--- config.mk ---
export PLATFORM = sky130hd
export DESIGN_NAME = if_stage
export DESIGN_NICKNAME = d
export VERILOG_FILES = /design/src/rtl/if_stage.sv
export SDC_FILE = /design/constraint.sdc
export NUM_CORES = 1
export LEC_CHECK = 0
export ABC_AREA = 1
export BUFFER_PORTS_ARGS = -buffer_cell sky130_fd_sc_hd__buf_2
export CORE_UTILIZATION = 47
export CTS_CLUSTER_DIAMETER = 150
export DETAILED_ROUTE_END_ITERATION = 16
export PLACE_DENSITY = 0.78
export RECOVER_POWER = 50
export SETUP_SLACK_MARGIN = 0.5
export SLEW_MARGIN = 20
export SYNTH_ARGS = -nofsm -noshare
export SYNTH_HDL_FRONTEND = slang
export SYNTH_SLANG_ARGS = --single-unit
--- constraint.sdc ---
create_clock -name clk -period 1.5 [get_ports clk]
set_input_delay 0.15 -clock clk [delete_from_list [all_inputs] [get_ports clk]]
set_output_delay 0.15 -clock clk [all_outputs]
set_load 0.02 [all_outputs]
--- src/rtl/if_stage.sv ---
// rtl/if_stage.sv - instruction fetch stage with stall hold, redirect and in-flight drop
module if_stage #(
    parameter logic [31:0] RESET_PC = 32'h0000_0000,
    parameter logic [31:0] NOP_INST = 32'h0000_0013
) (
    input  logic        clk,
    input  logic        rst,
    input  logic        stall,
    input  logic        redirect,
    input  logic [31:0] redirect_pc,
    output logic        imem_req,
    output logic [31:0] imem_addr,
    input  logic [31:0] imem_rdata,
    input  logic        imem_ready,
    output logic [31:0] pc,
    output logic [31:0] pc4,
    output logic [31:0] inst,
    output logic        bubble,
    output logic [31:0] fetch_cnt
);

    typedef enum logic [1:0] {FETCH, HELD, DROP} state_t;

    localparam logic [31:0] RESET_PC_AL = RESET_PC & ~32'h3;

    state_t      state, state_d;
    logic [31:0] pc_q, pc_d;
    logic [31:0] inst_buf, drop_addr, cnt_q;
    logic [31:0] target;
    logic        req_raw;

    assign target    = redirect_pc & ~32'h3;
    assign pc        = pc_q;
    assign pc4       = pc_q + 32'd4;
    assign fetch_cnt = cnt_q;
    assign imem_req  = req_raw & rst;

    always_ff @(posedge clk or negedge rst) begin
        if (!rst) state <= FETCH;
        else      state <= state_d;
    end

    always_comb begin
        state_d = state;
        case (state)
            FETCH: begin
                if (redirect && !imem_ready)             state_d = DROP;
                else if (!redirect && imem_ready && stall) state_d = HELD;
                else                                     state_d = FETCH;
            end
            HELD:    if (redirect || !stall) state_d = FETCH;
            DROP:    if (imem_ready)         state_d = FETCH;
            default: state_d = FETCH;
        endcase
    end

    always_comb begin
        req_raw   = 1'b1;
        imem_addr = pc_q;
        inst      = NOP_INST;
        bubble    = 1'b1;
        case (state)
            FETCH: begin
                if (imem_ready && !redirect) begin
                    inst   = imem_rdata;
                    bubble = 1'b0;
                end
            end
            HELD: begin
                req_raw = 1'b0;
                inst    = inst_buf;
                bubble  = 1'b0;
            end
            DROP: imem_addr = drop_addr;
            default: ;
        endcase
    end

    // A redirect always wins; otherwise the PC advances only when the slot is delivered.
    always_comb begin
        pc_d = pc_q;
        if (redirect)
            pc_d = target;
        else if (state == FETCH && imem_ready && !stall)
            pc_d = pc_q + 32'd4;
        else if (state == HELD && !stall)
            pc_d = pc_q + 32'd4;
    end

    always_ff @(posedge clk or negedge rst) begin
        if (!rst) begin
            pc_q      <= RESET_PC_AL;
            inst_buf  <= NOP_INST;
            drop_addr <= 32'd0;
            cnt_q     <= 32'd0;
        end else begin
            pc_q <= pc_d;
            if (state == FETCH && redirect && !imem_ready)
                drop_addr <= pc_q;
            if (state == FETCH && imem_ready && stall && !redirect)
                inst_buf <= imem_rdata;
            if (!bubble && !stall && !redirect)
                cnt_q <= cnt_q + 32'd1;
        end
    end

endmodule

==> flow_summary.toml, run 1 <==
[clock_tree]
cts_made_buffers = 17
cts-root-buf = "clkbuf_16"
h-tree-depth = 4
clockBufferDepth = 2
cts.sinks = 126

[run_status]
lastStage = "5_1_grt"
status = "aborted with a tool error"
tool.error = "[ERROR DPL-0038] Utilization greater than 100%, impossible to legalize"

[sta]
worst_endpoint = "pc4[27]"
endpoint_type = "output port"

[die]
die_height_um = 126
num_rows = 45
start_util = 0.481
fp.dieW_um = 126
pin_count = 231

[synthesis]
yosys.area_share.simple = 0.311
ys_ff_latch = 126
synth-adder-area-share = 0.00344
synth_xor_area_frac = 0.0423
synth_compound_area_frac = 0.110
syn_area_sq_um = 7280
synth_top_family_by_area = "simple AND/OR/NAND/NOR gates"
syn_avg_cell_area_sq_um = 7.06
yosysWarnings = 0
yosysUniqueCellTypes = 37
yosysSeqAreaShare = 0.434
async_reset_ff_frac = 1.00
synth_edf_count = 0
synth_ff_type = "dfrtp_1"
syn_inst = 1032
synth_mux_area_frac = 0.00567

[placed_design]
portBuffers = 222
place_inst = 1475
dp_hpwl_um = 16700
gp_congestion = 0.893

[global_route]
grt_max_degree = 62
==> through the flow <==
stage | hold WS (ps) | instance area, sq um | worst slack [ps]
2_1_floorplan | -146 | 8840 | -97.5
3_3_place_gp | -19.7 | 10400 | -68.7
3_5_place_dp | -18.9 | 10400 | -92.5
4_1_cts | 2.24 | 13600 | -480
==> cell usage after synthesis, types with 5 or more instances <==
| library cell | n | share of area |
|---|---|---|
| a21oi_1 | 30 | 0.021 |
| nor2_2 | 9 | 0.0077 |
| o211ai_1 | 5 | 0.0052 |
| nor2_1 | 111 | 0.057 |
| xnor2_1 | 5 | 0.0060 |
| xor2_1 | 19 | 0.023 |
| dfrtp_1 | 123 | 0.42 |
| o21ai_0 | 112 | 0.077 |
| buf_2 | 8 | 0.0055 |
| xor2_2 | 6 | 0.013 |
| nand3_1 | 33 | 0.023 |
| buf_4 | 6 | 0.0062 |
| nand2_1 | 354 | 0.18 |
| nor2_4 | 8 | 0.012 |
| clkbuf_1 | 26 | 0.013 |
| nand4_1 | 6 | 0.0052 |
| inv_1 | 133 | 0.069 |
==> cells by family after synthesis <==
logic type	after synthesis
simple gates	541
buf+inv	174
compound gates	155
flops	126
xor+xnor	30
mux	3
fa+ha+maj	2
other cells	1
==> repair_timing <==
action / in CTS
gates resized for setup: 454
hold endpoints to repair: 134
endpoints found under the setup margin: 281
hold buffers: 12
pin swaps: 87
buffers inserted: 60
gates cloned: 17
==> run 2, diff against run 1 <==
--- a/config.mk
+++ b/config.mk
@@ -7,12 +7,10 @@
 export LEC_CHECK = 0
 export ABC_AREA = 1
 export BUFFER_PORTS_ARGS = -buffer_cell sky130_fd_sc_hd__buf_2
-export CORE_UTILIZATION = 47
-export CTS_CLUSTER_DIAMETER = 150
+export CORE_UTILIZATION = 35
 export DETAILED_ROUTE_END_ITERATION = 16
-export PLACE_DENSITY = 0.78
+export PLACE_DENSITY_LB_ADDON = 0.15
 export RECOVER_POWER = 50
-export SETUP_SLACK_MARGIN = 0.5
 export SLEW_MARGIN = 20
 export SYNTH_ARGS = -nofsm -noshare
 export SYNTH_HDL_FRONTEND = slang
==> constraint.sdc (replaced) <==
create_clock -name clk -period 1.95 [get_ports clk]
set_input_delay 0.195 -clock clk [delete_from_list [all_inputs] [get_ports clk]]
set_output_delay 0.195 -clock clk [all_outputs]
set_load 0.02 [all_outputs]
==> flow_summary.toml, run 2 <==
[run_status]
status = "finished with violations"
failed_checks = "setup timing"

[global_route]
grt_pass1_vias = 6807
grt_max_degree = 88
grt-ovfl-total = 0
antenna_found_initial = 0
grt_pass1_wl_um = 35800
grt_usage = 0.212

[clock_tree]
h-tree-depth = 4
cts-root-buf = "clkbuf_16"
cts_made_buffers = 17
tritoncts = "done"
clockBufferDepth = 2
clkTransAtPathRegs_ps = 60
clkLatencyLatePin_ps = 410
cts.sinks = 126

[route]
drt-pass1-iter-count = 7
wl_um = 23100
drt_iter0_drc = 326
antenna_left = 0
via_count = 7350
wl_per_cell_um = 14.6
drt-vias-per-instance = 4.65
drc = 0

[min_path]
worst_hold_path_type = "in2reg"
hold_end = "pc[16]$_DFFE_PN0P_"
worstHoldStart = "redirect_pc[16]"
whs_path_depth = 3

[sta]
worst_slack_ps = -43.6
fmax_ghz = 0.502
hold_viol = 0
rsz0062_at_grt = "yes"
skew_ps = 7.62
final_max_slew_viol_count = 0
fin_crit_ps = 1990
tightest_slew_ps = 1300
fin_crit_sh = 1.02
setup_violations = 7
maxSlewHeadroom = 0.131

[synthesis]
ys_ff_latch = 126
synth_compound_area_frac = 0.110
synth_edf_count = 0
yosysTopAreaCell = "dfrtp_1"
yosys.area_share.simple = 0.311
synth.most_common_cell = "nand2_1"
yosysSeqAreaShare = 0.434
syn_inst = 1032
syn_area_sq_um = 7280
yosysWarnings = 0
syn_avg_cell_area_sq_um = 7.06
synth_mux_area_frac = 0.00567
synth_common_cells = "nand2_1 (354), inv_1 (133), dfrtp_1 (123)"
synth_area_leaders = "dfrtp_1 (42%), nand2_1 (18%), o21ai_0 (7.7%)"
synth-adder-area-share = 0.00344
synth_top_family_by_area = "simple AND/OR/NAND/NOR gates"
synth_xor_area_frac = 0.0423
yosysUniqueCellTypes = 37
synth_top_area_share = 0.423
synth_ff_type = "dfrtp_1"
async_reset_ff_frac = 1.00

[power]
power_density_nw_per_um2 = 907
p_leak_nw = 5.14
peakVddDrop_mv = 0.519

[die]
die_area_sq_um = 21400
start_util = 0.359
fp.dieW_um = 146
coreArea_sq_um = 20300
pin_count = 231
die_height_um = 146
num_rows = 52

[final_layout]
multiInputGateArea_sq_um = 3770
layout_commonest_cell = "nand2_1"
layout-drive-gt1-share = 0.300
syn2layout_area_growth_pct = 39.8
seq_area_sq_um = 3170
layout_common_cells = "nand2_1 (327), buf_2 (147), inv_1 (131)"
fin_area_sq_um = 10200
antenna_cells = 0
nNetsFinal = 1370
fill_cells = 2067

[placed_design]
gp_congestion = 0.818
dp_hpwl_um = 15800
post-place-ws_ps = 191
portBuffers = 222
placedInstanceArea_sq_um = 8790

[setup_path]
slowest_stage = "dfrtp_2"
cp.required_ps = 1750
reg2reg_slack_ps = 70
crit_chain = "inv_2, nor2_4, nand2_4, nor2_4, nand2_1, nand2_1, nand2_1, buf_4"
cpPeakStageDelay_ps = 410
cpMostUsedCell = "nand2_1"
worstSetupPathType = "reg2out"
path_buf_inv = 2
cp-end-kind = "output pin"
rr_endpoint = "pc[8]$_DFFE_PN0P_"
cp.arrival_ps = 1800
cp_max_fo = 6
critical_path.top_delay_family = "simple AND/OR/NAND/NOR gates"
ff2ff_path_depth = 10
startpoint_type = "flop"
r2r_start = "state[0]$_DFFE_PN0P_"

[job]
maxCapViolCount = 0
## run 2: cell counts after synthesis
No cell type changed its count.
## run 2: worst max path at each step
| stage | endpoint | slack (ps) | cells past startpoint | start |
|---|---|---|---|---|
| after floorplan | pc[12]$_DFFE_PN0P_ | 150 | 8 | pc[3]$_DFFE_PN0P_ |
| after global placement | fetch_cnt[26]$_DFFE_PN0P_ | 210 | 8 | fetch_cnt[1]$_DFFE_PN0P_ |
| after detailed placement | pc4[16] | 190 | 7 | pc[5]$_DFFE_PN0P_ |
| after CTS | pc4[26] | -60 | 9 | pc[3]$_DFFE_PN0P_ |
| after global routing | pc4[26] | -150 | 9 | pc[2]$_DFFE_PN0P_ |
| final | pc4[25] | -40 | 8 | pc[2]$_DFFE_PN0P_ |
## run 2: logic make-up (layout without fill, tap and decap cells)
| group | count (synthesis) | in the layout |
|---|---|---|
| AND/OR/NAND/NOR | 541 | 541 |
| adder cells (fa/ha/maj) | 2 | 2 |
| flip-flops | 126 | 126 |
| AO/OA/AOI/OAI | 155 | 155 |
| XOR/XNOR | 30 | 30 |
| multiplexers | 3 | 3 |
| other | 1 | 6 |
| buffers and inverters | 174 | 449 |
## run 2: final cells by class
cell class	count	area share
Multi-Input combinational cell	737	0.371
Sequential cell	126	0.312
Timing Repair Buffer	283	0.177
Inverter	134	0.0496
Clock buffer	18	0.0422
Tap cell	270	0.0332
Clock inverter	14	0.0155
## run 2: metal layers
| layer | up-vias | global-route usage | part of all wire |
|---|---|---|---|
| met5 | - | 0 | 0 |
| met4 | 0 | 0.0490 | 0.0058 |
| met3 | 12 | 0.0559 | 0.065 |
| met2 | 205 | 0.323 | 0.45 |
| met1 | 3413 | 0.299 | 0.48 |
| li1 | 3720 | - | - |
## run 2: where the power goes
part	leakage, nW	switching [mW]	internal, mW
logic	3.30	1.63	0.968
registers	1.57	0.357	3.08
clock network	0.278	1.30	1.91
total	5.14	3.28	5.95
## run 2: stage by stage
step / cells / total power, mW / utilization / hold slack, ps / setup TNS [ps]
final: 1582 / 9.24 / 0.502 / 17.7 / -189
after detailed placement: 1509 / 5.72 / 0.433 / 317 / 0
after global placement: 1509 / 5.69 / 0.433 / 313 / 0
after global routing: 1582 / 9.78 / 0.502 / 6.11 / -3770
after floorplan: 1037 / 4.82 / - / -101 / 0
after CTS: 1570 / 9.14 / 0.481 / 0.479 / -436
## run 2: timing repair
item                                    4_1_cts  5_1_grt
pin swaps                                    26       35
buffers inserted                             27        8
gates cloned                                  0        4
hold buffers                                  2        0
endpoints found under the hold margin       124        0
endpoints found under the setup margin       56       71
resized for setup                            61      129
## run 2: worst reg2reg max path, delay by kind of cell, from the launching register on
kind | cells | cell delay, ps
and+or+nand+nor | 5 | 570
buffers and inverters | 4 | 750
AOI/OAI and AO/OA | 1 | 90
DFF | 1 | 350
No activity file was read; power rests on OpenSTA's default activity.
